===== src/rtl/store_drain_ctrl.sv =====
// Store-buffer drain controller: arbitrates the single data-memory port between
// loads and store-buffer drains, and sequences each drain as issue, ack, then pop.
module store_drain_ctrl #(
  parameter int unsigned ENTRY_COUNT  = 4,
  parameter int unsigned HIGH_WATER   = 3,
  parameter int unsigned STARVE_LIMIT = 8,
  parameter int unsigned CNT_W        = $clog2(ENTRY_COUNT + 1)
) (
  input  logic              clock_i,
  input  logic              reset_ni,
  input  logic              sb_deq_valid_i,
  input  logic [31:0]       sb_deq_addr_i,
  input  logic [31:0]       sb_deq_data_i,
  input  logic [CNT_W-1:0]  sb_count_i,
  input  logic              sb_flush_i,
  output logic              sb_deq_req_o,
  input  logic              ld_req_valid_i,
  input  logic [31:0]       ld_req_addr_i,
  output logic              ld_req_ready_o,
  output logic              ld_resp_valid_o,
  output logic [31:0]       ld_resp_data_o,
  output logic              mem_req_valid_o,
  output logic              mem_req_we_o,
  output logic [31:0]       mem_req_addr_o,
  output logic [31:0]       mem_req_wdata_o,
  input  logic              mem_req_ready_i,
  input  logic              mem_resp_valid_i,
  input  logic [31:0]       mem_resp_rdata_i,
  input  logic              drain_all_i,
  output logic              drain_done_o,
  output logic              busy_o
);

  localparam int unsigned STARVE_W = $clog2(STARVE_LIMIT + 1);

  typedef enum logic [2:0] {
    IDLE     = 3'd0,
    ST_ISSUE = 3'd1,
    ST_WAIT  = 3'd2,
    LD_ISSUE = 3'd3,
    LD_WAIT  = 3'd4
  } state_e;

  state_e              state_q, state_d;
  logic [STARVE_W-1:0] starve_q, starve_d;
  logic                drain_mode_q, drain_mode_d;
  logic                abandon_q, abandon_d;
  logic [31:0]         addr_q, addr_d;
  logic [31:0]         data_q, data_d;
  logic                store_go;

  always_ff @(posedge clock_i or negedge reset_ni) begin
    if (!reset_ni) begin
      state_q      <= IDLE;
      starve_q     <= '0;
      drain_mode_q <= 1'b0;
      abandon_q    <= 1'b0;
      addr_q       <= '0;
      data_q       <= '0;
    end else begin
      state_q      <= state_d;
      starve_q     <= starve_d;
      drain_mode_q <= drain_mode_d;
      abandon_q    <= abandon_d;
      addr_q       <= addr_d;
      data_q       <= data_d;
    end
  end

  // Store wins in IDLE when forced by fence, high water or starvation, or when no load competes.
  assign store_go = sb_deq_valid_i &&
                    (drain_mode_q ||
                     (sb_count_i >= CNT_W'(HIGH_WATER)) ||
                     (starve_q >= STARVE_W'(STARVE_LIMIT)) ||
                     !ld_req_valid_i);

  always_comb begin
    state_d         = state_q;
    starve_d        = starve_q;
    abandon_d       = abandon_q;
    addr_d          = addr_q;
    data_d          = data_q;
    sb_deq_req_o    = 1'b0;
    ld_req_ready_o  = 1'b0;
    ld_resp_valid_o = 1'b0;
    ld_resp_data_o  = '0;
    mem_req_valid_o = 1'b0;
    mem_req_we_o    = 1'b0;
    mem_req_addr_o  = '0;
    mem_req_wdata_o = '0;
    busy_o          = (state_q != IDLE);
    drain_done_o    = drain_mode_q && (state_q == IDLE) && !sb_deq_valid_i;
    drain_mode_d    = drain_mode_q ? !drain_done_o : drain_all_i;

    case (state_q)
      IDLE: begin
        if (store_go) begin
          addr_d   = sb_deq_addr_i;
          data_d   = sb_deq_data_i;
          starve_d = '0;
          state_d  = ST_ISSUE;
        end else if (ld_req_valid_i && !drain_mode_q) begin
          // Ready is masked by reset so every output reads 0 while reset is held.
          ld_req_ready_o = reset_ni;
          addr_d         = ld_req_addr_i;
          data_d         = '0;
          state_d        = LD_ISSUE;
          if (sb_deq_valid_i && (starve_q < STARVE_W'(STARVE_LIMIT))) begin
            starve_d = starve_q + STARVE_W'(1);
          end
        end
      end
      ST_ISSUE: begin
        mem_req_valid_o = 1'b1;
        mem_req_we_o    = 1'b1;
        mem_req_addr_o  = addr_q;
        mem_req_wdata_o = data_q;
        if (sb_flush_i) abandon_d = 1'b1;
        if (mem_req_ready_i) state_d = ST_WAIT;
      end
      ST_WAIT: begin
        if (sb_flush_i) abandon_d = 1'b1;
        // Pop only after the write ack so forwarding from the buffer stays valid until then.
        if (mem_resp_valid_i) begin
          sb_deq_req_o = !(abandon_q || sb_flush_i);
          abandon_d    = 1'b0;
          state_d      = IDLE;
        end
      end
      LD_ISSUE: begin
        mem_req_valid_o = 1'b1;
        mem_req_addr_o  = addr_q;
        if (mem_req_ready_i) state_d = LD_WAIT;
      end
      LD_WAIT: begin
        if (mem_resp_valid_i) begin
          ld_resp_valid_o = 1'b1;
          ld_resp_data_o  = mem_resp_rdata_i;
          state_d         = IDLE;
        end
      end
      default: state_d = IDLE;
    endcase
  end

endmodule


===== config.mk =====
export PLATFORM = sky130hd
export DESIGN_NAME = store_drain_ctrl
export DESIGN_NICKNAME = d
export VERILOG_FILES = /design/src/rtl/store_drain_ctrl.sv
export SDC_FILE = /design/constraint.sdc
export NUM_CORES = 1
export LEC_CHECK = 0
export ABC_AREA = 1
export CORE_ASPECT_RATIO = 0.7
export CORE_UTILIZATION = 42
export CTS_CLUSTER_DIAMETER = 60
export DETAILED_ROUTE_END_ITERATION = 8
export PLACE_DENSITY = 0.84
export SYNTH_ARGS = -nofsm -noshare
export SYNTH_HDL_FRONTEND = slang
export SYNTH_SLANG_ARGS = --single-unit

===== constraint.sdc =====
create_clock -name clock_i -period 2.7 [get_ports clock_i]
set_input_delay 0.54 -clock clock_i [delete_from_list [all_inputs] [get_ports clock_i]]
set_output_delay 0.54 -clock clock_i [all_outputs]
set_load 0.02 [all_outputs]

* Word-level counts from Yosys, hierarchy flattened
Index checks and enable logic that the tools add are counted.
** Operators by class
- Add/subtract/negate cells :: 1
- $mul :: 0
- Div/mod/pow operators :: 0
- Magnitude comparators :: 3
- Equal/unequal tests :: 8
- Shift operators :: 0
- Multiplexer cells :: 30
- Bitwise operators :: 0
- Reductions and logical operators :: 24
** Operators with widths (count)
- $mux W32 :: 8
- $mux W3 :: 5
- $mux W1 :: 12
- $mux W4 :: 3
- $pmux W3 S4 :: 1
- $eq A3 B2 Y1 const B :: 2
- $reduce_bool A2 Y1 :: 3
- $logic_and A1 B1 Y1 :: 5
- $logic_not A1 Y1 :: 5
- $add A4 B1 Y4 const B :: 1
- $ge A4 B4 Y1 const B :: 1
- $logic_or A1 B1 Y1 :: 4
- $lt A4 B4 Y1 const B :: 1
- $ne A2 B2 Y1 const B :: 2
- $reduce_and A4 Y1 :: 1
- $reduce_or A2 Y1 :: 2
- $eq A3 B1 Y1 const B :: 1
- $eq A3 B3 Y1 const B :: 1
- $ge A3 B2 Y1 const B :: 1
- $logic_not A3 Y1 :: 1
- $ne A3 B2 Y1 const B :: 1
- $reduce_and A3 Y1 :: 1
- $reduce_bool A3 Y1 :: 1
- $ne A2 B1 Y1 const B :: 1
- other kinds (2) :: 2
** Word-level totals
- Register bits :: 73
- Latch bits :: 0
- Bits in writable memories :: 0
- ROM bits :: 0
- Input bits :: 139
- Output and inout bits :: 103
- Logic and storage cells :: 72
- Memories kept :: 0

* Depth between registers and ports, before layout
- Depth after elaboration :: 7
- Mapped depth :: 9
- Gate-level depth less buffers :: 8

* Worst setup path after synthesis
OpenSTA, ideal clock, no wires.
- Path kind :: input port to output port
- Start point :: input port ld_req_valid_i
- End point :: output port ld_req_ready_o
- Arrival :: 1.642 ns
- Required time :: 2.160 ns
- Path slack :: 0.518 ns
- Cell stages on the path :: 6
- Buffers on the path :: 0
- Cell sequence :: inv_1 > nor2_4 > nand3_2 > nand2_4 > nand2_1 > nor3b_1
** On the way
- Word-level cells in the longest chain between the ends :: 5
- Elaborated cells between the ends (all ways) :: 7
- Classes of those cells :: mux (3); reduce/logical (4)
** RTL lines
- start: declaration :: RTL line 17 : input logic ld_req_valid_i,
- $logic_not A1 Y1 :: RTL line 75 : !ld_req_valid_i);
- $logic_or A1 B1 Y1 :: RTL line 74 : (starve_q >= STARVE_W'(STARVE_LIMIT)) ||
- $logic_and A1 B1 Y1 :: RTL line 71 : assign store_go = sb_deq_valid_i &&
- $mux W1 * :: RTL line 97 : if (store_go) begin
- $mux W1 * :: RTL line 95 : case (state_q)
- end: declaration :: RTL line 19 : output logic ld_req_ready_o,
Every way passes the cells marked *; elsewhere a longest branch is shown, timed or not.

* Worst setup path in the final report
- Start point :: input port sb_deq_valid_i
- End point :: output port drain_done_o
** On the way
- Word-level cells in the longest chain between the ends :: 2
** RTL lines
- start: declaration :: RTL line 11 : input logic sb_deq_valid_i,
- $logic_not A1 Y1 :: RTL line 92 : drain_done_o = drain_mode_q && (state_q == IDLE) && !sb_deq_valid_i;
- $logic_and A1 B1 Y1 :: RTL line 92
- end: declaration :: RTL line 30 : output logic drain_done_o,
Every way passes these cells.

==> metrics.txt <==
maximum clock path buffer count 2; ys async rst share 100%; combinational power share roughly half; initial DRC count 202; WL per Instance 12.5 um; Post-Syn Nets 767; stages on the worst setup path 3; HPWL after DPL 9350 um; htree depth 3; initial antenna violation count 0; Worst setup SP type input pin; Crit path max-delay family buffers and inverters; Hold Slack 469 ps; Skew-Pair Late Insertion Delay between 300 and 400 ps; Mapped Avg Cell Area 6.90 um2; Worst Reg-to-Reg Cells 7; maximum vdd drop 479 uV; slew margin rel. just under 40%; fillcell total 750; Buffers on Ports 241; largest net degree at the start of global routing 74; Site Rows 30; fmax roughly 0.38 GHz; clock share of power about 19%; post-synth top area share approximately 42%; CP bufs+invs 2; worst-path cell chain clkdlybuf4s50_1 -> nor3_1 -> clkdlybuf4s50_1; Worst Path Arrival 2070 ps; height of the die a little under 90 um; Area contributors post-synth dfrtp_1 42%, nand2_1 18%, inv_1 9.5%, nor2_1 9.1%, o21ai_2 5.7%; Final Cell Area around 0.0072 mm2; initial core utilization 43.9%; flops & latches, synth 73; switching pwr 2600 uW; final setup vio count 0; DIE AREA 0.0107 mm2; die width approximately 120 um; Mapped Cells 626; max-slew violations 0; routed vias/inst 4.58; Yosys warnings 0; remaining antenna violation count 0; commonest cells in the netlist 210 x nand2_1, 109 x inv_1, 105 x nor2_1; via count between 4000 and 5000; slowest stage delay, CP 690 ps; post-synth top area cell dfrtp_1; Seq pwr share between 20% and 30%; gr usage total 23.6%; run status finished, final reports clean; leakage power roughly 0.0040 uW; fin nets ~1000; PD cells 865 mW/mm2; CTS sink cnt 73; Residual DRC 0; Max FO, Critical Path 4; share of layout cells above drive strength 1 8.31%; Placer Congestion 0.845; clock slew at reported path FFs 70 ps; Hold Vio Cnt, Final 0; final wirelength 12400 um; grt ovf 0; register area share after synthesis 42.3%; Sw Share 41.9%; CTS tree done; CP max-delay cell clkdlybuf4s50_1; post-synth cell types 29; Slew @ Worst Pin 906 ps; CTS buffer count 9; Top FF cell, synth dfrtp_1; max capacitance violation total 0; CP Class input pin to primary output; internal power 3600 uW; CP most frequent cell clkdlybuf4s50_1; core area roughly 0.0098 mm2; first-pass GRT wire length 19800 um; EDFF count, synth 0; # IOs 242; placed standard-cell area 0.00681 mm2; clk_skew 9.24 ps; most frequent cell after synthesis nand2_1; period utilisation layout between 90% and 100%; vias in the first global route 4336; DR pass1 iterations 7; root buffer cell clkbuf_16; Crit. End Element primary output; Ant. Diodes 0; crit path time final 2610 ps; post-synthesis cell area 0.00432 mm2; area grow syn2layout 66.1%; hold_buf cts 0; worst endpoint required time 2160 ps; Post-CTS Setup Bufs 0; hold crit path type input pin to asynchronous set/reset pin
[cells by family (layout without fill, tap and decap cells)]
logic type,after synthesis,after routing,share of synthesized area [%]
buffers and inverters,145,385,15.2
adder cells (fa/ha/maj),2,2,0.579
XOR/XNOR,1,1,0.203
AO/OA/AOI/OAI,38,38,7.12
flip-flops,73,73,42.3
AND/OR/NAND/NOR,367,367,34.6
[placed cells by master, fill, tap and decap left out, types with 2 or more instances in the layout]
cell | synthesis | routed
buf_12 | 0 | 3
buf_4 | 3 | 12
clkbuf_16 | 0 | 9
clkdlybuf4s50_1 | 0 | 212
dfrtp_1 | 73 | 73
dlymetal6s2s_1 | 0 | 27
ha_1 | 2 | 2
inv_1 | 109 | 109
inv_2 | 4 | 4
inv_6 | 1 | 3
inv_8 | 0 | 3
nand2_1 | 210 | 210
nand3_1 | 39 | 39
nand4_1 | 2 | 2
nor2_1 | 105 | 104
nor2_4 | 1 | 2
nor3_1 | 4 | 4
o21ai_0 | 6 | 6
o21ai_2 | 28 | 28
[cell type report]
cell class              instances  area (um2)  share of cell area, %
multi-input cells             408        1840                   25.7
flip-flops and latches         73        1830                   25.5
well taps                     128         160                   2.23
clock inverters                 7        67.6                  0.942
clock buffers                   9         225                   3.14
inverters                     114         433                   6.03
repair buffers                255        2620                   36.5
[registers in the layout (all words and copies together), names as in the netlist]
signal	cells
data_q	32
addr_q	32
state_q	3
drain_mode_q	1
starve_q	4
abandon_q	1
[path summary, 6_finish.rpt]
check / startpoint / endpoint / slack, ps
setup / recovery: sb_deq_valid_i / drain_done_o / 90
hold / removal: reset_ni / data_q[17] / 470
setup reg to reg: state_q[2] / data_q[0] / 1060
hold reg to reg: addr_q[14] / addr_q[14] / 480
max in group asynchronous: reset_ni / data_q[4] / 1670
min in group clock_i: addr_q[14] / addr_q[14] / 480
[per-stage QoR]
step	instances	setup slack, ps	setup TNS (ps)	util, %	total power, uW
floorplan	626	518	0	-	3900
global placement	978	-59.2	-59.2	69.2	5010
detailed placement	978	-127	-127	69.2	5100
CTS	994	7.10	0	72.2	6290
global route	994	-15.0	-15.0	73.0	6700
finish	994	91.0	0	73.0	6210
[power by group through the flow]
| stage | clock (uW) | combinational (uW) | sequential (uW) |
|---|---|---|---|
| 3_3_place_gp | 0 | 3180 | 1830 |
| 6_report | 1150 | 3210 | 1840 |
| 5_1_grt | 1240 | 3550 | 1910 |
| 4_1_cts | 1180 | 3260 | 1840 |
| 3_5_place_dp | 0 | 3250 | 1860 |
| 2_1_floorplan | 0 | 2100 | 1790 |
[per-layer routing]
metal  wire length (um)  global-route usage, %  vias to the layer above  part of all wire [%]
li1                   -                      -                     2316                     -
met1               5130                   28.5                     2038                    41
met2               6060                   41.2                      177                    49
met3                985                   6.81                       18                   7.9
met4                220                   6.02                        0                   1.8
met5                  0                      0                        -                     0
[timing repair]
| action | in CTS | in global routing |
|---|---|---|
| pin swaps | 0 | 0 |
| endpoints found under the hold margin | 0 | 0 |
| endpoints found under the setup margin | 1 | 67 |
| resized for setup | 1 | 29 |
| cloned | 0 | 0 |
(Power assumes the default switching activity.)
